--- src/rtl/ifu_pkg.sv ---
// Shared definitions for the instruction fetch unit: FSM encodings and reset vector.
package ifu_pkg;

  typedef enum logic [1:0] {
    ST_REQ  = 2'b00,
    ST_WAIT = 2'b01,
    ST_HOLD = 2'b10
  } ifu_state_e;

  localparam logic [31:0] IFU_RESET_PC = 32'h8000_0000;

  // Fetch addresses are always word aligned; low bits of any source are dropped.
  function automatic logic [31:0] word_align(input logic [31:0] addr);
    return {addr[31:2], 2'b00};
  endfunction

endpackage

--- src/rtl/ifu.sv ---
// Instruction fetch unit: one outstanding memory request, output register held until decode accepts.
module ifu
  import ifu_pkg::*;
#(
  parameter logic [31:0] RESET_PC = IFU_RESET_PC
) (
  input  logic        clk,
  input  logic        rst,
  output logic        imem_req_valid,
  input  logic        imem_req_ready,
  output logic [31:0] imem_addr,
  input  logic        imem_rsp_valid,
  input  logic [31:0] imem_rsp_data,
  input  logic        imem_rsp_err,
  output logic        inst_valid,
  input  logic        inst_ready,
  output logic [31:0] inst,
  output logic [31:0] pc,
  output logic        inst_err,
  input  logic        redirect_valid,
  input  logic [31:0] redirect_pc
);

  ifu_state_e  state_q, state_d;
  logic [31:0] fetch_pc_q, fetch_pc_d;
  logic        drop_q, drop_d;
  logic [31:0] inst_q, inst_d;
  logic [31:0] pc_q, pc_d;
  logic        err_q, err_d;
  logic        req_fire;

  always_ff @(posedge clk) begin
    if (rst) begin
      state_q    <= ST_REQ;
      fetch_pc_q <= word_align(RESET_PC);
      drop_q     <= 1'b0;
      inst_q     <= 32'h0;
      pc_q       <= 32'h0;
      err_q      <= 1'b0;
    end else begin
      state_q    <= state_d;
      fetch_pc_q <= fetch_pc_d;
      drop_q     <= drop_d;
      inst_q     <= inst_d;
      pc_q       <= pc_d;
      err_q      <= err_d;
    end
  end

  // Redirect is checked first in every state so it overrides fires and responses.
  always_comb begin
    state_d    = state_q;
    fetch_pc_d = fetch_pc_q;
    drop_d     = drop_q;
    inst_d     = inst_q;
    pc_d       = pc_q;
    err_d      = err_q;
    req_fire   = (state_q == ST_REQ) && imem_req_ready;

    case (state_q)
      ST_REQ: begin
        if (redirect_valid) begin
          fetch_pc_d = word_align(redirect_pc);
          if (req_fire) begin
            drop_d  = 1'b1;
            state_d = ST_WAIT;
          end
        end else if (req_fire) begin
          state_d = ST_WAIT;
        end
      end
      ST_WAIT: begin
        if (redirect_valid) begin
          fetch_pc_d = word_align(redirect_pc);
          if (imem_rsp_valid) begin
            drop_d  = 1'b0;
            state_d = ST_REQ;
          end else begin
            drop_d = 1'b1;
          end
        end else if (imem_rsp_valid) begin
          if (drop_q) begin
            drop_d  = 1'b0;
            state_d = ST_REQ;
          end else begin
            inst_d  = imem_rsp_data;
            err_d   = imem_rsp_err;
            pc_d    = fetch_pc_q;
            state_d = ST_HOLD;
          end
        end
      end
      ST_HOLD: begin
        if (redirect_valid) begin
          fetch_pc_d = word_align(redirect_pc);
          state_d    = ST_REQ;
        end else if (inst_ready) begin
          fetch_pc_d = word_align(pc_q + 32'd4);
          state_d    = ST_REQ;
        end
      end
      default: begin
        state_d = ST_REQ;
        drop_d  = 1'b0;
      end
    endcase
  end

  assign imem_req_valid = (state_q == ST_REQ) && !rst;
  assign imem_addr      = fetch_pc_q;
  assign inst_valid     = (state_q == ST_HOLD) && !rst;
  assign inst           = inst_q;
  assign pc             = pc_q;
  assign inst_err       = err_q;

endmodule

--- config.mk ---
export PLATFORM = sky130hd
export DESIGN_NAME = ifu
export DESIGN_NICKNAME = d
export VERILOG_FILES = /design/src/rtl/ifu_pkg.sv /design/src/rtl/ifu.sv
export SDC_FILE = /design/constraint.sdc
export NUM_CORES = 1
export LEC_CHECK = 0
export ABC_AREA = 1
export CORE_MARGIN = 4
export CORE_UTILIZATION = 40
export DETAILED_ROUTE_END_ITERATION = 12
export GPL_ROUTABILITY_DRIVEN = 1
export MAX_ROUTING_LAYER = met4
export PLACE_DENSITY = 0.76
export SYNTH_ARGS = -nofsm -noshare
export SYNTH_HDL_FRONTEND = slang
export SYNTH_SLANG_ARGS = --single-unit
--- constraint.sdc ---
create_clock -name clk -period 1.43 [get_ports clk]
set_input_delay 0.286 -clock clk [delete_from_list [all_inputs] [get_ports clk]]
set_output_delay 0.286 -clock clk [all_outputs]
set_load 0.05 [all_outputs]
==> flow_results.org, run 1 <==
** Outcome
- Result of the run :: finished, violations left
- Violations in the final reports :: setup timing

** GRT
- The first global-routing pass estimated 25700 um of wire.
- The number of antenna violations at the first check in global routing is 0.
- For this run the aggregate overflow at the end of global routing stands at 0.
- Aggregate global-route resource usage :: 0.249
- Entering global routing, the biggest net connects 40 pins.
- The via count of the first global-routing pass was 5226.

** Timing
- The max-slew violation count is 0.
- Counting I/O delays and the setup requirement, the final critical path takes 1580 ps.
- Across the routed clock network, the largest skew measured is 5.96 ps.
- Setup violations remaining at the end of the flow were counted as 69.
- Setup repair after global routing could not meet its margin everywhere.
- The number of hold-slack violations in the final timing report is 0.
- Max Clock Freq :: 0.632 GHz
- Hold Worst Slack :: 455 ps
- Dividing the final minimum period by the clock period gives 1.11.
- Once routing completed, OpenROAD measured the worst setup slack at -153 ps.

** Floorplan
- Pin placement for this block handled 170 I/O pins.
- Initial core utilization :: 0.413
- The core region is 11000 sq um.
- Row generation in the floorplan step produced 38 rows.
- Overall die height :: 115 um
- The die is 115 um wide.
- Overall die area :: 13100 sq um

** Setup path
- Category of the worst setup path launch point :: flip-flop
- The slowest stage of the critical path is the dfxtp_4 cell.
- Among cell families on the critical path, the largest total delay comes from simple AND/OR/NAND/NOR gates.
- Highest net fanout along the worst path :: 5
- Crit path top cell by count :: nor2_4
- STA puts the critical path data arrival time at 1860 ps.
- Bufs and invs on worst path :: 1
- STA classifies the critical path endpoint as a flip-flop.
- Largest stage delay on the critical path :: 390 ps
- In this run the critical register-to-register path is launched from pc[3]$_SDFFE_PP0P_.
- For the worst setup path, the data required time is 1710 ps.
- The setup path with the least slack is of type reg -> reg.
- Critical Path Source :: pc[3]$_SDFFE_PP0P_
- Cell-by-cell listing of the critical path :: ha_4, inv_4, nor2_4, nand2_4, nor2_4, xor2_1, nand2_1, a21oi_2

** Detailed routing
- Dividing the detail-routed wire length by the instance count gives 18.0 um.
- Number of design rule violations left after detail routing :: 0
- The routed design has 18100 um of wire.
- First DRT Iteration DRCs :: 407
- Antenna-violating nets left :: 0
- The first TritonRoute pass finished after 6 iterations.
- Average vias per placed instance :: 5.51
- Total number of vias :: 5544

** Synthesis
- The average instance in the mapped netlist occupies 6.97 sq um.
- The number of different library cells used by synthesis comes to 32.
- Sorting the synthesized cells by area gives the leading types as dfxtp_1 (42%), nor2_1 (11%), o21ai_0 (9.9%).
- Synth warn :: 0
- In the post-synthesis netlist, the cell with the most instances is nor2_1.
- Async set-or-reset flop fraction in the synthesized netlist :: 0
- Most instantiated cells after synthesis :: nor2_1 (138), nand2_1 (104), dfxtp_1 (96), o21ai_0 (90), a21oi_1 (59)
- Library cell occupying the most area in the post-synthesis netlist :: dfxtp_1
- Number of synthesized flops with an enable pin :: 0
- Post-synthesis sequential area ratio :: 0.423
- The most used flip-flop cell after synthesis is dfxtp_1.
- In this run, synthesis produced a sequential element count of 96.
- In this run the cell area of the synthesized design comes to 4540 sq um.
- Synthesized netlist cell count :: 651
- The share of synthesized area in the top cell type comes to 0.423.

** Flow run
- Across the run, the number of max-cap violations was 0.

** Clock network
- H-tree levels :: 3
- Clock tree synthesis found a total of 96 sinks.
- In this run the clock root is driven by a clkbuf_16.
- TritonCTS built the clock tree.
- Clk slew on worst S/H paths :: 70 ps
- Clock Path Buffers :: 2
- Post-cts hold buffer count :: 0
- Total CTS buffers :: 9
- At the later pin of the worst-skew pair, clock insertion delay measures 350 ps.

** Placed design
- Cell Area, Placed :: 7640 sq um
- OpenSTA, run right after detailed placement, puts the worst setup slack at -381 ps.
- Placed Cells :: 970
- The congestion estimate from routability-driven global placement came to 0.951.
- Once detailed placement completed, the half-perimeter wirelength came to 11800 um.
- IO buf count :: 163

** Pwr
- The internal power of the cells totals 5.05 mW.
- The worst-case IR drop observed on VDD is 525 uV.
- In this run the power density over the cells is 890 nW/um^2.
- Of the total power, the share spent switching nets is 0.329.
- Comb pwr share :: 0.273
- Leakage component of the power :: 3.26 nW
- Switching power :: 2.48 mW
- Of the total power, registers draw 0.402.
- Clock power frac :: 0.325

** Finish
- Summing all non-filler instances in the final layout gives an area of 8460 sq um.
- In the final layout, the multi-input gates occupy 2550 sq um.
- Synth-to-layout area growth :: 86.5%
- After the flow finishes, the layout carries non-filler instances totaling 1007.
- After the last flow step, the layout net total stands at 934.
- In the final layout, the share of cells above drive strength 1 is 0.353.
- Fill cells in the final layout number 688.
- Seq. cell area :: 1990 sq um
- Number of diodes :: 0

** Worst hold path
- The tightest min-delay check is of the reg -> reg type.
- Startpoint of the lowest-slack hold path :: drop_q$_SDFFE_PP0P_
[power groups by stage]
stage / Combinational (mW) / Sequential [mW] / Clock (mW)
6_report: 2.05 / 3.03 / 2.45
5_1_grt: 2.15 / 3.05 / 2.57
4_1_cts: 1.95 / 3.02 / 2.46
3_5_place_dp: 1.93 / 3.07 / 0
3_3_place_gp: 1.90 / 3.07 / 0
2_1_floorplan: 0.429 / 3.50 / 0
[final cells by class]
cell class,instances,share of cell area
Timing Repair Buffer,235,0.388
Multi-Input combinational cell,483,0.301
Sequential cell,96,0.235
Clock buffer,9,0.0266
Tap cell,140,0.0207
Inverter,37,0.0182
Clock inverter,7,0.00931
[what timing repair did]
action / CTS / global route
setup endpoints to repair: 18 / 83
setup buffers: 6 / 11
hold endpoints to repair: 0 / 0
pin swaps: 14 / 34
resized for setup: 21 / 96
cloned: 0 / 4
[flip-flops by register name, indices dropped and copies added (netlist names)]
register / count
drop_q: 1
imem_addr: 30
inst: 32
inst_err: 1
pc: 30
state_q: 2
[worst min-delay path: stages, from the launching register on]
cell and delay (ps):
dfxtp_1 320, inv_1 50, a21oi_1 50
[kinds of logic after synthesis]
kind of cell | synth area share
AOI/OAI and AO/OA | 0.197
xor gates and xnor gates | 0.0174
adders and majority gates | 0.00276
buffers and inverters | 0.0747
DFF | 0.423
other | 0.000826
and+or+nand+nor | 0.284
[path summary, 6_finish.rpt]
kind	end	slack (ps)	cells after the start
worst min register to register	drop_q$_SDFFE_PP0P_	450	2
worst max-delay path	imem_addr[14]$_SDFFE_PP0P_	-150	8
worst max register to register	imem_addr[14]$_SDFFE_PP0P_	-150	8
worst min-delay path	drop_q$_SDFFE_PP0P_	450	2
[placed cells by master (no fill, tap or decap), types with 5 or more instances in the layout]
| master | Yosys | final |
|---|---|---|
| nor2_2 | 5 | 15 |
| dfxtp_4 | 0 | 14 |
| o21ai_1 | 1 | 17 |
| o21ai_2 | 0 | 5 |
| inv_1 | 30 | 22 |
| nand4_1 | 5 | 5 |
| nand2_2 | 5 | 12 |
| nand3_2 | 1 | 6 |
| buf_12 | 0 | 101 |
| dfxtp_2 | 0 | 15 |
| nand2_4 | 2 | 6 |
| a21oi_2 | 0 | 8 |
| nand3_1 | 31 | 26 |
| buf_4 | 6 | 56 |
| clkbuf_16 | 0 | 13 |
| nor2_4 | 7 | 19 |
| nand2_1 | 104 | 93 |
| buf_6 | 2 | 6 |
| nor2_1 | 138 | 116 |
| a21oi_1 | 59 | 51 |
| inv_2 | 6 | 11 |
| dfxtp_1 | 96 | 67 |
| xor2_1 | 6 | 6 |
| o21a_1 | 11 | 11 |
| clkdlybuf4s50_1 | 0 | 66 |
| o21ai_0 | 90 | 69 |
[per-stage QoR]
stage               power, mW  utilization  TNS [ps]
global route             7.77        0.771     -6170
CTS                      7.43        0.732     -68.1
global placement         4.97        0.695    -18350
finish                   7.53        0.771     -3380
floorplan                3.93            -     -7.93
detailed placement       5.01        0.695    -27030
[metal layers]
layer	wire [um]	vias to the layer above	global-route usage
met5	0	-	-
met4	672	0	0.0895
met3	1490	71	0.0381
met2	9010	324	0.419
met1	6910	2605	0.302
li1	-	2544	-
No activity file was read; power rests on OpenSTA's default activity.
==> run 2, diff against run 1 <==
--- a/config.mk
+++ b/config.mk
@@ -6,8 +6,10 @@
 export NUM_CORES = 1
 export LEC_CHECK = 0
 export ABC_AREA = 1
+export CORE_ASPECT_RATIO = 1.2
 export CORE_MARGIN = 4
 export CORE_UTILIZATION = 40
+export CTS_BUF_LIST = sky130_fd_sc_hd__clkbuf_4 sky130_fd_sc_hd__clkbuf_8 sky130_fd_sc_hd__clkbuf_16
 export DETAILED_ROUTE_END_ITERATION = 12
 export GPL_ROUTABILITY_DRIVEN = 1
 export MAX_ROUTING_LAYER = met4
==> constraint.sdc (replaced) <==
create_clock -name clk -period 1.43 [get_ports clk]
set_input_delay 0.3575 -clock clk [delete_from_list [all_inputs] [get_ports clk]]
set_output_delay 0.3575 -clock clk [all_outputs]
set_load 0.05 [all_outputs]
==> run 2 against run 1 <==
Compared with the run above: the run still ends with setup timing left; hold slack better by 12 ps; critical path depth is 3 higher; total power is 7.0% higher; sequential share of layout area is 1.4 points lower; maximum frequency is 5.0% lower; clock skew is 3.2 ps higher; setup slack worse by 83 ps; utilization is 4.0 points higher; non-clock buffer count is 17 higher; via count is 5.4% higher; routed wire length is 18% higher; sequential power hardly changed.
==> flow_results.org, run 2 (synthesis results as in run 1) <==
** GRT
- The first global-routing pass estimated 27900 um of wire.
- The via count of the first global-routing pass is 5596.
- Aggregate global-route resource usage :: 0.273
- Entering global routing, the biggest net connects 45 pins.
- After global routing the overflow that remains totals 0.
- Number of antenna violations at the first check in global routing :: 0

** Clock network
- Total CTS buffers :: 9
- Clock Path Buffers :: 2
- Library cell used as clock root buffer :: clkbuf_16
- TritonCTS built the clock tree.
- Clock tree synthesis found a total of 96 sinks.
- For this design, the CTS-stage hold fixing added 0 buffers.
- The H-tree generated during clock tree synthesis spans 3 levels.
- Clk slew on worst S/H paths :: 70 ps
- The clock reaches the later pin of the worst-skew pair after 360 ps.

** Detailed routing
- Antenna-violating nets left :: 0
- After detailed routing, the number of remaining DRC violations is 0.
- Met3 WL :: 1900 um
- Detailed routing placed a total of 10800 um of wire on met2.
- Number of iterations in the first detailed-routing pass :: 7
- For this block, the initial DRC count from the detailed router was 549.
- Post-DR wirelength/cell :: 20.5 um
- Total wirelength of the detailed-routed design :: 21300 um
- The routed layout has 5841 vias.
- Top routing layer in use :: met4
- Average vias per placed instance :: 5.63
- Detailed-route wire length on metal 1 :: 7060 um

** Setup path
- Category of the worst setup path launch point :: flip-flop
- Required time at the worst-slack endpoint :: 1700 ps
- CP Class :: reg -> reg
- Counting both buffers and inverters, the worst setup path holds a total of 7.
- Cell-by-cell listing of the critical path :: inv_2, nor2_4, inv_2, buf_4, nor2_4, buf_6, buf_6, buf_8, buf_12, nand2_2, a31oi_1
- For flop-to-flop paths, the worst setup slack is -240 ps.
- Largest stage delay on the critical path :: 340 ps
- Crit path max-delay family :: buffers and inverters
- Data arrival, critical path :: 1940 ps
- Endpoint kind of the worst setup timing path :: flip-flop
- In this run the worst path has a maximum fanout of 5.
- The largest individual stage delay along the critical path comes from the cell dfxtp_2.

** Floorplan
- I/O pin count :: 170
- After floorplanning, the core was sized to cover 11100 sq um.
- For this configuration, the core starts out at a cell density of 0.409.
- Overall die area :: 13100 sq um
- Overall die height :: 125 um
- Die width :: 105 um
- After floorplanning, the core was divided into 42 placement rows.

** Timing
- Of the available clock period, the critical path in the final layout requires 1.17.
- The max-slew violation count is 0.
- Post-layout min period :: 1670 ps
- Final setup viols :: 36
- The number of hold-slack violations in the final timing report is 0.
- Unrepaired setup endpoints after global routing :: yes
- Max Clock Freq :: 0.600 GHz
- Once routing completed, OpenROAD measured the worst setup slack at -236 ps.
- Clk_skew :: 9.12 ps

** Placed design
- Placer congestion estimate :: 1.00
- Post-DP HPWL :: 11600 um
- IO buf count :: 163
- Placed Cells :: 989

** Pwr
- The design draws 8.05 mW.
- Power per unit of standard cell area :: 896 nW/um^2
- The share of total power dissipated in the clock network is 0.357.
- Switching portion of total power :: 0.306
- Power Internal :: 5.59 mW
- Leakage component of the power :: 3.45 nW
- The share of total power dissipated in combinational logic is 0.265.
- IR analysis of the VDD net gives a maximum drop of 731 uV.
- Power share of the sequential group :: 0.377
- Switching power :: 2.47 mW

** Worst hold path
- The min-delay analysis places its worst path in the category reg -> reg.

** Finish
- Non-Filler Instances :: 1038
- Number of diodes :: 0
- Compared with the post-synthesis result, the final layout area differs by 98.0%.
- The library cells used most frequently in the layout, excluding fill and tap cells, are nor2_1 (115), buf_12 (108), nand2_1 (86).
- The register with the most flip-flops in the layout has 32 of them.
- For this run, the share of the core covered by cells in the final layout is 0.810.
- Leading cell type in the layout, fill and taps excluded :: nor2_1
- Share of final-layout standard cells stronger than drive strength 1 :: 0.395
- For this run, the post-layout net count is 951.

** Outcome
- Result of the run :: finished, violations left
- The final reports fail on setup timing.

** Flow run
- Max-cap violations in this run came to 0.
-- run 2: cell types whose count changed in the layout (fill, tap and decap cells not counted), moves of 4 or more --
| cell | delta |
|---|---|
| nand3_1 | -13 |
| nand2_2 | +4 |
| a21oi_2 | +9 |
| buf_6 | +4 |
| buf_12 | +7 |
| nand2_1 | -7 |
| nand3_4 | +10 |
| buf_4 | +4 |
| a21oi_1 | -9 |
| buf_16 | +4 |
-- run 2: power by group through the flow --
stage                     combinational (mW)  clock, mW  sequential (mW)
final                                   2.14       2.88             3.04
after global routing                    2.22       2.97             3.05
after global placement                  1.93          0             3.07
after detailed placement                1.96          0             3.07
after CTS                               2.03       2.85             3.01
after floorplan                        0.430          0             3.50
-- run 2: final cells by class --
type	count	area (sq um)
timing repair buffer	252	3550
multi-input combinational	483	2750
fill	587	2100
sequential	96	1990
clock buffer	10	233
tap	154	193
inverter	37	151
clock inverter	6	116
-- run 2: worst paths after layout --
kind,from,to,cells after the start
max,state_q[1]$_SDFFE_PP0P_,imem_addr[4]$_SDFFE_PP0P_,11
min,drop_q$_SDFFE_PP0P_,drop_q$_SDFFE_PP0P_,2
max reg2reg,state_q[1]$_SDFFE_PP0P_,imem_addr[4]$_SDFFE_PP0P_,11
min reg2reg,drop_q$_SDFFE_PP0P_,drop_q$_SDFFE_PP0P_,2
-- run 2: metrics by stage --
stage	area, sq um	setup slack (ps)	TNS (ps)	hold WS (ps)
global placement	7730	-378	-24470	435
finish	8990	-236	-4350	466
floorplan	4620	4.07	0	424
CTS	8480	-220	-2230	463
detailed placement	7730	-442	-29770	447
global route	8990	-293	-6380	499
-- run 2: per-layer routing --
layer / global-route usage / up-vias
met4: 0.137 / 0
met5: - / -
met2: 0.478 / 404
met1: 0.276 / 2742
met3: 0.0747 / 123
li1: - / 2572
-- run 2: tightest hold or removal path, stage by stage (launching register included) --
cell and delay (ps):
dfxtp_1 310, inv_1 50, a21oi_1 60
-- run 2: what timing repair did --
action / CTS / global route
cloned: 6 / 1
resized for setup: 46 / 118
setup endpoints to repair: 32 / 50
pin swaps: 17 / 49
buffers inserted: 11 / 18
==> run 3, diff against run 2 <==
--- a/config.mk
+++ b/config.mk
@@ -17,3 +17,4 @@
 export SYNTH_ARGS = -nofsm -noshare
 export SYNTH_HDL_FRONTEND = slang
 export SYNTH_SLANG_ARGS = --single-unit
+export TNS_END_PERCENT = 100
==> results of run 3 <==
The final DEF is identical to that of run 2; final timing and power are the same.
